==> config.mk <==
export PLATFORM = sky130hd
export DESIGN_NAME = mem_wb_stage
export DESIGN_NICKNAME = d
export VERILOG_FILES = /design/src/rtl/mem_wb_stage.sv
export SDC_FILE = /design/constraint.sdc
export NUM_CORES = 1
export LEC_CHECK = 0
export ABC_AREA = 1
export CAP_MARGIN = 25
export CORE_UTILIZATION = 31
export DETAILED_ROUTE_END_ITERATION = 10
export SLEW_MARGIN = 30
export SYNTH_ARGS = -nofsm -noshare
export SYNTH_HDL_FRONTEND = slang
export SYNTH_SLANG_ARGS = --single-unit
==> constraint.sdc <==
create_clock -name clk -period 1.62 [get_ports clk]
set_clock_uncertainty 0.15 [all_clocks]
set_input_delay 0.243 -clock clk [delete_from_list [all_inputs] [get_ports clk]]
set_output_delay 0.243 -clock clk [all_outputs]
set_load 0.01 [all_outputs]
==> src/rtl/mem_wb_stage.sv <==
// Memory/writeback stage: ALU results pass straight to the register file write port,
// loads/stores run as single AHB-Lite transfers with alignment, error and timeout handling.
//   state  | meaning
//   IDLE   | ready for EX; ALU ops write back next cycle, misaligned ops flag mem_err
//   ADDR   | AHB address phase (NONSEQ), held while HREADY is low
//   DATA   | AHB data phase, counting HREADY-low cycles toward WAIT_LIMIT
module mem_wb_stage #(
  parameter int unsigned WAIT_LIMIT = 16
) (
  input  logic        clk,
  input  logic        reset,
  input  logic        ex_valid,
  output logic        ex_ready,
  input  logic        ex_is_load,
  input  logic        ex_is_store,
  input  logic [2:0]  ex_funct3,
  input  logic [31:0] ex_addr,
  input  logic [31:0] ex_store_data,
  input  logic [31:0] ex_alu_result,
  input  logic [4:0]  ex_rd_sel,
  input  logic        ex_reg_write,
  output logic [31:0] HADDR,
  output logic [1:0]  HTRANS,
  output logic        HWRITE,
  output logic [2:0]  HSIZE,
  output logic [31:0] HWDATA,
  input  logic [31:0] HRDATA,
  input  logic        HREADY,
  input  logic        HRESP,
  output logic        wb_en,
  output logic        reg_write,
  output logic [4:0]  rd_sel,
  output logic [31:0] wb_data,
  output logic        mem_err
);

  typedef enum logic [1:0] {
    S_IDLE,
    S_ADDR,
    S_DATA
  } state_t;

  localparam logic [7:0] WAIT_LIMIT8 = 8'(WAIT_LIMIT);

  state_t      state_q, state_d;
  logic [31:0] addr_q, addr_d;
  logic [2:0]  funct3_q, funct3_d;
  logic        is_store_q, is_store_d;
  logic [31:0] hwdata_q, hwdata_d;
  logic [4:0]  rd_q, rd_d;
  logic        rw_q, rw_d;
  logic [7:0]  wait_cnt_q, wait_cnt_d;
  logic        wb_en_q, wb_en_d;
  logic        reg_write_q, reg_write_d;
  logic [4:0]  rd_sel_q, rd_sel_d;
  logic [31:0] wb_data_q, wb_data_d;
  logic        mem_err_q, mem_err_d;

  logic        misaligned;
  logic [31:0] store_lanes;
  logic [7:0]  ld_byte;
  logic [15:0] ld_half;
  logic [31:0] ld_value;
  logic [7:0]  wait_inc;

  // Unsupported funct3 encodings are rejected the same way as misaligned accesses.
  always_comb begin
    misaligned = 1'b1;
    case (ex_funct3)
      3'b000, 3'b100: misaligned = 1'b0;
      3'b001, 3'b101: misaligned = ex_addr[0];
      3'b010:         misaligned = |ex_addr[1:0];
      default:        misaligned = 1'b1;
    endcase
  end

  always_comb begin
    store_lanes = ex_store_data;
    case (ex_funct3[1:0])
      2'b00:   store_lanes = {4{ex_store_data[7:0]}};
      2'b01:   store_lanes = {2{ex_store_data[15:0]}};
      default: store_lanes = ex_store_data;
    endcase
  end

  always_comb begin
    ld_byte = HRDATA[7:0];
    case (addr_q[1:0])
      2'b00: ld_byte = HRDATA[7:0];
      2'b01: ld_byte = HRDATA[15:8];
      2'b10: ld_byte = HRDATA[23:16];
      2'b11: ld_byte = HRDATA[31:24];
    endcase
    ld_half = addr_q[1] ? HRDATA[31:16] : HRDATA[15:0];
    ld_value = HRDATA;
    case (funct3_q)
      3'b000:  ld_value = {{24{ld_byte[7]}}, ld_byte};
      3'b100:  ld_value = {24'b0, ld_byte};
      3'b001:  ld_value = {{16{ld_half[15]}}, ld_half};
      3'b101:  ld_value = {16'b0, ld_half};
      default: ld_value = HRDATA;
    endcase
  end

  assign wait_inc = wait_cnt_q + 8'd1;

  always_comb begin
    state_d     = state_q;
    addr_d      = addr_q;
    funct3_d    = funct3_q;
    is_store_d  = is_store_q;
    hwdata_d    = hwdata_q;
    rd_d        = rd_q;
    rw_d        = rw_q;
    wait_cnt_d  = wait_cnt_q;
    wb_en_d     = 1'b0;
    reg_write_d = reg_write_q;
    rd_sel_d    = rd_sel_q;
    wb_data_d   = wb_data_q;
    mem_err_d   = 1'b0;

    case (state_q)
      S_IDLE: begin
        if (ex_valid) begin
          if (ex_is_load || ex_is_store) begin
            if (misaligned) begin
              mem_err_d   = 1'b1;
              reg_write_d = 1'b0;
            end else begin
              addr_d     = ex_addr;
              funct3_d   = ex_funct3;
              is_store_d = ex_is_store;
              hwdata_d   = store_lanes;
              rd_d       = ex_rd_sel;
              rw_d       = ex_reg_write;
              state_d    = S_ADDR;
            end
          end else begin
            wb_en_d     = 1'b1;
            reg_write_d = ex_reg_write;
            rd_sel_d    = ex_rd_sel;
            wb_data_d   = ex_alu_result;
          end
        end
      end
      S_ADDR: begin
        if (HREADY) begin
          state_d    = S_DATA;
          wait_cnt_d = 8'd0;
        end
      end
      S_DATA: begin
        if (HREADY) begin
          state_d = S_IDLE;
          if (HRESP) begin
            mem_err_d   = 1'b1;
            reg_write_d = 1'b0;
          end else begin
            wb_en_d     = 1'b1;
            rd_sel_d    = rd_q;
            reg_write_d = is_store_q ? 1'b0 : rw_q;
            if (!is_store_q) wb_data_d = ld_value;
          end
        end else if (wait_inc == WAIT_LIMIT8) begin
          state_d     = S_IDLE;
          mem_err_d   = 1'b1;
          reg_write_d = 1'b0;
        end else begin
          wait_cnt_d = wait_inc;
        end
      end
      default: state_d = S_IDLE;
    endcase
  end

  always_ff @(posedge clk) begin
    if (reset) begin
      state_q     <= S_IDLE;
      addr_q      <= 32'b0;
      funct3_q    <= 3'b0;
      is_store_q  <= 1'b0;
      hwdata_q    <= 32'b0;
      rd_q        <= 5'b0;
      rw_q        <= 1'b0;
      wait_cnt_q  <= 8'b0;
      wb_en_q     <= 1'b0;
      reg_write_q <= 1'b0;
      rd_sel_q    <= 5'b0;
      wb_data_q   <= 32'b0;
      mem_err_q   <= 1'b0;
    end else begin
      state_q     <= state_d;
      addr_q      <= addr_d;
      funct3_q    <= funct3_d;
      is_store_q  <= is_store_d;
      hwdata_q    <= hwdata_d;
      rd_q        <= rd_d;
      rw_q        <= rw_d;
      wait_cnt_q  <= wait_cnt_d;
      wb_en_q     <= wb_en_d;
      reg_write_q <= reg_write_d;
      rd_sel_q    <= rd_sel_d;
      wb_data_q   <= wb_data_d;
      mem_err_q   <= mem_err_d;
    end
  end

  assign ex_ready  = (state_q == S_IDLE);
  assign HTRANS    = (state_q == S_ADDR) ? 2'b10 : 2'b00;
  assign HADDR     = addr_q;
  assign HWRITE    = is_store_q;
  assign HSIZE     = {1'b0, funct3_q[1:0]};
  assign HWDATA    = hwdata_q;
  assign wb_en     = wb_en_q;
  assign reg_write = reg_write_q;
  assign rd_sel    = rd_sel_q;
  assign wb_data   = wb_data_q;
  assign mem_err   = mem_err_q;

endmodule

Yosys cells after proc, flatten, opt, wreduce, memory -nomap -nowiden
Cells that the tools add are included.
{ "totals": {"register_bits": 124, "word_cells": 106, "output_inout_bits": 111} }
{ "classes": {"reduce_logical": 17, "eq_ne": 26, "bitwise": 1, "mux": 48, "add_sub_neg": 1} }
{ "ops": {"columns": ["op", "n"], "rows": [
  ["$mux W32", 5],
  ["$pmux W32 S2", 2],
  ["$pmux W32 S4", 1],
  ["$pmux W8 S4", 1],
  ["$mux W8", 3],
  ["$mux W5", 4],
  ["$ne A2 B2 Y1 const B", 9],
  ["$mux W1", 17],
  ["$mux W16", 1],
  ["$pmux W8 S2", 1],
  ["$mux W2", 7],
  ["$eq A3 B3 Y1 const B", 4],
  ["$reduce_and A4 Y1", 3],
  ["$pmux W5 S2", 1],
  ["$reduce_and A5 Y1", 2],
  ["$add A8 B1 Y8 const B", 1],
  ["$eq A8 B5 Y1 const B", 1],
  ["$eq A2 B1 Y1 const B", 3],
  ["$eq A2 B2 Y1 const B", 3],
  ["$eq A3 B1 Y1 const B", 2],
  ["$logic_not A2 Y1", 3],
  ["$logic_not A3 Y1", 2],
  ["$ne A3 B3 Y1 const B", 2],
  ["$pmux W1 S2", 3],
  ["9 further kinds", 12]
]} }

Depth between registers and ports, before layout
Gate-level depths: netlist of the first run.
{ "depth": {"ltp_word": 7, "mapped_depth": 12, "mapped_depth_nobuf": 12} }

Worst setup path before layout of the first run
Ideal clock, no wire load.
{ "synth_path": {"path_kind": "register to register", "start": "register wait_cnt_q[0]", "end": "register wait_cnt_q[4]", "setup_time_ns": 0.113, "required_time_ns": 1.357, "stages_incl_launch_ff": 13, "path_buffers": 1, "setup_slack_ns": -0.088, "synth_period_minus_slack_ns": 1.708, "arrival_ns": 1.445, "cell_sequence": "dfxtp_1 ha_1 nand2_1 clkinv_1 nor2_1 nor2_1 nand2_1 nor2_1 nand2_2 nand3_4 buf_12 a21oi_2 nor2_1"} }
{ "synth_between": {"elab_chain_len": 4} }
{ "synth_lines": {"columns": ["element", "line", "text"], "rows": [
  ["start: declaration", "52", "logic [7:0] wait_cnt_q, wait_cnt_d;"],
  ["start signal: assignment", "199", "wait_cnt_q <= wait_cnt_d;"],
  ["$add A8 B1 Y8 *", "105", "assign wait_inc = wait_cnt_q + 8'd1;"],
  ["$eq A8 B5 Y1 or $mux W8 (tied branches)", "164", "end else if (wait_inc == WAIT_LIMIT8) begin"],
  ["$ne A2 B2 Y1 (no line) or $mux W8 (tied branches)", null, null],
  ["$reduce_and A4 Y1 (no line) or $pmux W8 S2 (tied branches)", null, null]
]} }
Every way passes the cells marked *; elsewhere a longest branch is shown, timed or not. The select of a mux whose other input is x is not followed.
A chain may end at the register's enable or synchronous reset.

Worst setup path after layout of the first run
{ "layout_path": {"start": "register state_q[0]", "end": "register hwdata_q[6], in the netlist HWDATA[6]"} }
{ "layout_between": {"elab_chain_len": 2} }
{ "layout_lines": {"columns": ["element", "line", "text"], "rows": [
  ["start: declaration", "45", "state_t state_q, state_d;"],
  ["start signal: assignment", "192", "state_q <= state_d;"],
  ["$logic_not A2 Y1", "122", "case (state_q)"],
  ["$reduce_and A4 Y1 (no line)", null, null],
  ["end signal: assignment", "196", "hwdata_q <= hwdata_d;"],
  ["end: declaration", "49", "logic [31:0] hwdata_q, hwdata_d;"]
]} }
Every way passes these cells.

==> metrics.md, run 1 <==
| Metric | Value |
|---|---|
| Register area share after synthesis | `41.5%` |
| Post-synth EDFFs | `0` |
| FILL cells | `1672` |
| GR Overflow Total | `0` |
| Failing checks | `negative setup slack` |
| CP Cell Sequence | `nor2_4 -> buf_6 -> inv_4 -> nor3_4 -> nand2_4 -> clkinv_8 -> buf_12 -> buf_12 -> buf_6 -> nor2_2 -> nor2_1` |
| Post-synth top cells | `nor2_1, dfxtp_1, a21oi_1` |
| PnR worst setup slack | `-0.151 ns` |
| # DRC | `0` |
| Ys flop type | `dfxtp_1` |
| Share of layout cells above drive strength 1 | `about a third` |
| Slowest stage delay, CP | `~0.36 ns` |
| Hold path startpoint | `ex_addr[0]` |
| Final Util | `about three fifths` |
| Die span in x | `between 100 and 150 um` |
| Syn Area/Cell | `about 7.2 um^2` |
| Synth Cell Area | `between 5000 and 6000 um^2` |
| Vias in the first global route | `6578` |
| Gate count of the mapped netlist | `828` |
| Post-DR wirelength/cell | `approximately 17 um` |
| Crit. Startpoint | `state_q[0]$_SDFFE_PP0P_` |
| Area share of the largest cell type after synthesis | `41.5%` |
| Status | `finished with violations` |
| Area leader, netlist | `dfxtp_1` |
| Die Y | `141 um` |
| Core area | `18800 um^2` |
| Largest net degree at the start of global routing | `51` |
| Power per Cell Area | `824 nW/um^2` |
| Worst setup SP type | `flip-flop` |
| Drt pass-1 iters | `6` |
| FF+latch count, synth | `about 120` |
| # rows | `50` |
| Asr flop ratio synth | `0%` |
| Crit-path max FO | `8` |
| Starting Density | `a little under a third` |
| Hold Slack | `around 0.24 ns` |
| Ys Warns | `0` |
| Clock insertion delay at the later pin of the skew report | `0.42 ns` |
| Endpoints failing hold | `0` |
| Fmax | `565 MHz` |
| GPL Wtd Cong | `approximately 0.88` |
| LEAKAGE | `around 0.0051 uW` |
| First-pass GRT wire length | `34.6 mm` |
| Area delta synth->final | `92.2%` |
| Tot GR Track Use | `roughly 22%` |
| Crit share post-route | `109%` |
| HP Class | `input pin to flip-flop` |
| WL final | `~25 mm` |
| Die area | `slightly below 20000 um^2` |
| H-tree depth | `4` |
| Required @ worst endpoint | `1.84 ns` |
| Max-cap violations | `0` |
| CTS Sinks | `about 120` |
| TritonCTS clock tree | `yes` |
| Drt via density | `4.91` |
| VDD IR max | `just under 0.7 mV` |
| Worst path arrival time | `about 2.0 ns` |
| Most common cell in the netlist | `nor2_1` |
| Ranking of synthesized cells by area | `dfxtp_1, a21oi_1, nor2_1` |
| Crit-path slowest cell | `dfxtp_4` |
| Setup TNS | `-6.02 ns` |
| NumNets Final | `1327` |
| Clk pin slew, worst setup/hold paths | `approximately 0.06 ns` |
| Initial antenna violation count | `0` |
| Clock root buffer | `clkbuf_16` |
| Synth unique cells | `42` |
| N_diodes | `0` |
| Buffers added on ports | `252` |
| # IOs | `roughly 260` |
| # setup viols final | `between 100 and 150` |
| Hold buffer count at CTS | `0` |
| Starting DRT DRC Count | `approximately 370` |
| Final Max Tran Viols | `0` |
| CP Capture Type | `flip-flop` |
| Final min period | `roughly 1.8 ns` |
| Antenna Nets Post-Route | `0` |
| RSZ-0062 raised after global routing | `yes` |
| RR Startpoint | `state_q[0]$_SDFFE_PP0P_` |
| Vias post-DR | `around 7000` |
| Clock Tree Buf Depth | `2` |
| Crit Path Class | `flip-flop to flip-flop` |
| TritonCTS buffer count | `17` |
| HPWL after detailed placement | `roughly 16 mm` |
==> final timing paths <==
path                                                to  slack, ns  cells after the start
worst max-delay path            HWDATA[6]$_SDFFE_PP0P_      -0.15                     11
worst max register to register  HWDATA[6]$_SDFFE_PP0P_      -0.15                     11
worst min-delay path             HADDR[0]$_SDFFE_PP0P_       0.24                      4
worst min register to register       rw_q$_SDFFE_PP0P_       0.31                      2
==> sequential cells by signal (all words and copies together) (netlist names) <==
name / count
rd_sel: 5
rw_q: 1
state_q: 2
wait_cnt_q: 8
mem_err: 1
HWRITE: 1
wb_data: 32
HADDR: 32
reg_write: 1
HWDATA: 32
wb_en: 1
funct3_q: 3
rd_q: 5
==> power by group <==
| part | leakage, uW | internal, uW | switching, uW |
|---|---|---|---|
| Clock | 0.000284 | 2360 | 1520 |
| Combinational | 0.00375 | 1160 | 1040 |
| Sequential | 0.00102 | 3250 | 139 |
| Total | 0.00506 | 6770 | 2690 |
==> what timing repair did <==
| action | in CTS | in global routing |
|---|---|---|
| gates resized for setup | 162 | 293 |
| buffers inserted | 5 | 30 |
| pin swaps | 8 | 66 |
| gates cloned | 7 | 16 |
| endpoints found under the setup margin | 152 | 116 |
==> cell type report <==
class,instances,area [um^2],area share (%)
Clock buffer,20,457,3.98
Clock inverter,12,136,1.19
Inverter,33,161,1.41
Multi-Input combinational cell,614,3810,33.2
Sequential cell,124,2510,21.9
Tap cell,260,325,2.83
Timing Repair Buffer,389,4050,35.2
Timing Repair inverter,2,32.5,0.283
==> per-layer routing <==
layer | track usage [%] | wire [um] | vias up
met5 | 0 | 0 | -
met4 | 7.04 | 389 | 0
met3 | 6.93 | 1730 | 26
met2 | 37.5 | 12200 | 269
met1 | 27.2 | 10500 | 3330
li1 | - | - | 3514
==> critical path: cells and delay by family (launching register included) <==
kind	cells	cell delay [ns]
and+or+nand+nor	5	0.59
buffers and inverters	6	0.61
DFF	1	0.36
==> stage by stage <==
stage	std cells	cell area (um^2)	power, uW	setup WS (ns)
after floorplan	829	6000	4190	0.0243
after global placement	1368	9260	5240	-0.392
after detailed placement	1368	9260	5240	-0.413
after CTS	1412	10000	9090	-0.124
after global routing	1454	11500	9850	-0.233
final	1454	11500	9460	-0.151
==> logic make-up (layout without fill, tap and decap cells) <==
logic type	after synthesis	in the layout	share of synthesized area (%)
flip-flops	124	124	41.5
buffers and inverters	94	456	8.64
XOR/XNOR	1	1	0.147
AO/OA/AOI/OAI	272	272	24.5
AND/OR/NAND/NOR	334	337	24.7
other	1	2	0.0627
adder cells (fa/ha/maj)	2	2	0.419
==> layout by cell type (no fill, tap or decap), drive strengths merged <==
cell type / count
nand2: 113
nor2: 136
a31oi: 14
a21oi: 123
clkdlybuf4s50: 141
clkbuf: 33
ha: 2
o2111ai: 1
nor3: 4
xor2: 1
nand3: 52
dlygate4sd2: 106
a21o: 1
o211ai: 2
conb: 2
buf: 126
a22oi: 2
or2: 31
clkinvlp: 3
dfxtp: 124
o221ai: 4
a211oi: 1
clkdlybuf4s15: 1
a31o: 1
o21ai: 123
dlymetal6s2s: 2
inv: 35
nor4: 1
clkinv: 7
bufinv: 2
No activity file was read; power rests on OpenSTA's default activity.
==> run 2, diff against run 1 <==
--- a/config.mk
+++ b/config.mk
@@ -9,6 +9,7 @@
 export CAP_MARGIN = 25
 export CORE_UTILIZATION = 31
 export DETAILED_ROUTE_END_ITERATION = 10
+export PLACE_DENSITY = 0.71
 export SLEW_MARGIN = 30
 export SYNTH_ARGS = -nofsm -noshare
 export SYNTH_HDL_FRONTEND = slang
==> metrics.md, run 2 (synthesis gave the netlist of run 1 again) <==
| Metric | Value |
|---|---|
| TritonCTS clock tree | `yes` |
| WL final | `24.2 mm` |
| Placed Cells | `1360` |
| Hold Slack | `between 0.2 and 0.25 ns` |
| Fmax | `roughly 570 MHz` |
| VDD IR max | `between 0.7 and 0.8 mV` |
| Setup WS pre-CTS | `-0.419 ns` |
| Tot GR Track Use | `22.8%` |
| Power per Cell Area | `around 830 nW/um^2` |
| Commonest non-fill, non-tap cell in the layout | `clkdlybuf4s50_1` |
| LEAKAGE | `0.00495 uW` |
| # IOs | `~260` |
| # DRC | `0` |
| Starting Density | `about a third` |
| # rows | `50` |
| Clock insertion delay at the later pin of the skew report | `roughly 0.4 ns` |
| Clock Tree Buf Depth | `2` |
| GR Overflow Total | `0` |
| Required @ worst endpoint | `about 1.8 ns` |
| Worst path arrival time | `1.90 ns` |
| Clk pin slew, worst setup/hold paths | `roughly 0.050 ns` |
| N_diodes | `0` |
| Worst setup SP type | `flip-flop` |
| GPL Wtd Cong | `around 0.87` |
| Status | `finished with violations` |
| CP Capture Type | `flip-flop` |
| Post-DR wirelength/cell | `roughly 17 um` |
| Vias post-DR | `between 7000 and 8000` |
| Initial antenna violation count | `0` |
| Max-cap violations | `0` |
| HP Class | `input pin to flip-flop` |
| First-pass GRT wire length | `approximately 35 mm` |
| Crit-path max FO | `5` |
| Die span in x | `~140 um` |
| Clock root buffer | `clkbuf_16` |
| Failing checks | `negative setup slack` |
| Area delta synth->final | `86.0%` |
| Crit share post-route | `108%` |
| Final Util | `59.1%` |
| Final Max Tran Viols | `0` |
| Slowest stage delay, CP | `around 0.35 ns` |
| Antenna Nets Post-Route | `0` |
| NumNets Final | `1307` |
| Crit path buffers/inverters | `0` |
| PnR worst setup slack | `-0.128 ns` |
| TritonCTS buffer count | `17` |
| Vias in the first global route | `around 6700` |
| RSZ-0062 raised after global routing | `yes` |
| Drt via density | `~5` |
| H-tree depth | `4` |
| CP dominant cell by count | `nor2_2` |
| Crit-path slowest cell | `dfxtp_4` |
| Starting DRT DRC Count | `329` |
| Die Y | `about 140 um` |
| Final instance count without filler cells | `~1400` |
| Cell family with most CP delay | `simple AND/OR/NAND/NOR gates` |
| Crit Path Class | `flip-flop to flip-flop` |
| Most frequent cells in the layout | `clkdlybuf4s50_1, dfxtp_1, dlygate4sd2_1, nand2_1, a21oi_1` |
| Endpoints failing hold | `0` |
| # setup viols final | `20` |
| HPWL after detailed placement | `between 15 and 20 mm` |
| Share of layout cells above drive strength 1 | `between 30% and 40%` |
| Drt pass-1 iters | `4` |
| Largest net degree at the start of global routing | `44` |
| Die area | `roughly 20000 um^2` |
| Core area | `roughly 19000 um^2` |
| Final min period | `1.75 ns` |
| Buffers added on ports | `around 250` |
| CP Cell Sequence | `ha_4 -> nor2_4 -> nor2_4 -> nor2_2 -> nand2_1 -> nor2_2 -> nand2_4 -> nand3_4 -> nand3_2 -> nand2_2 -> nor2_2` |
| CTS Sinks | `roughly 120` |
run 2: worst paths after layout:
check	startpoint	to	slack, ns	depth (start not counted)
setup / recovery	wait_cnt_q[0]$_SDFFE_PP0P_	wait_cnt_q[5]$_SDFFE_PP0P_	-0.13	11
hold / removal	ex_addr[0]	HADDR[0]$_SDFFE_PP0P_	0.20	4
setup reg to reg	wait_cnt_q[0]$_SDFFE_PP0P_	wait_cnt_q[5]$_SDFFE_PP0P_	-0.13	11
hold reg to reg	HWDATA[5]$_SDFFE_PP0P_	HWDATA[5]$_SDFFE_PP0P_	0.31	2
run 2: power breakdown:
| group | internal (uW) | leakage (uW) | total, uW | switching (uW) |
|---|---|---|---|---|
| Combinational | 1160 | 0.00367 | 2180 | 1020 |
| Sequential | 3250 | 0.00102 | 3380 | 137 |
| Clock | 2180 | 0.000261 | 3620 | 1440 |
run 2: tightest hold or removal path, stage by stage:
cell and delay [ns]:
dlymetal6s2s_1 0.16, buf_4 0.14, o21ai_0 0.07, a21oi_1 0.10
run 2: per-layer routing:
| metal | GRT usage (%) | vias to the layer above | share of wire [%] |
|---|---|---|---|
| li1 | - | 3462 | - |
| met2 | 39.7 | 286 | 50 |
| met3 | 7.13 | 36 | 7.8 |
| met1 | 26.7 | 3349 | 40 |
| met4 | 6.98 | 0 | 1.7 |
| met5 | 0 | - | 0 |
run 2: area by class of cell:
| type | count | area (um^2) |
|---|---|---|
| clock buffer | 21 | 460 |
| clock inverter | 10 | 92.6 |
| fill | 1693 | 7710 |
| inverter | 33 | 159 |
| multi-input combinational | 614 | 3670 |
| sequential | 124 | 2500 |
| tap | 260 | 325 |
| timing repair buffer | 371 | 3910 |
run 2: timing repair:
action                     4_1_cts  5_1_grt
resized for setup              168      226
pin swaps                       10       61
hold buffers                     0        0
setup buffers                    9       14
setup endpoints to repair      163      121
cloned                          10       13
run 2: metrics by stage:
step | area [um^2] | power [uW] | TNS, ns
after floorplan | 6000 | 4190 | 0
after global placement | 9210 | 5220 | -31.91
after detailed placement | 9210 | 5240 | -35.93
after CTS | 10100 | 8860 | -1.24
after global routing | 11100 | 9580 | -7.61
final | 11100 | 9190 | -1.05
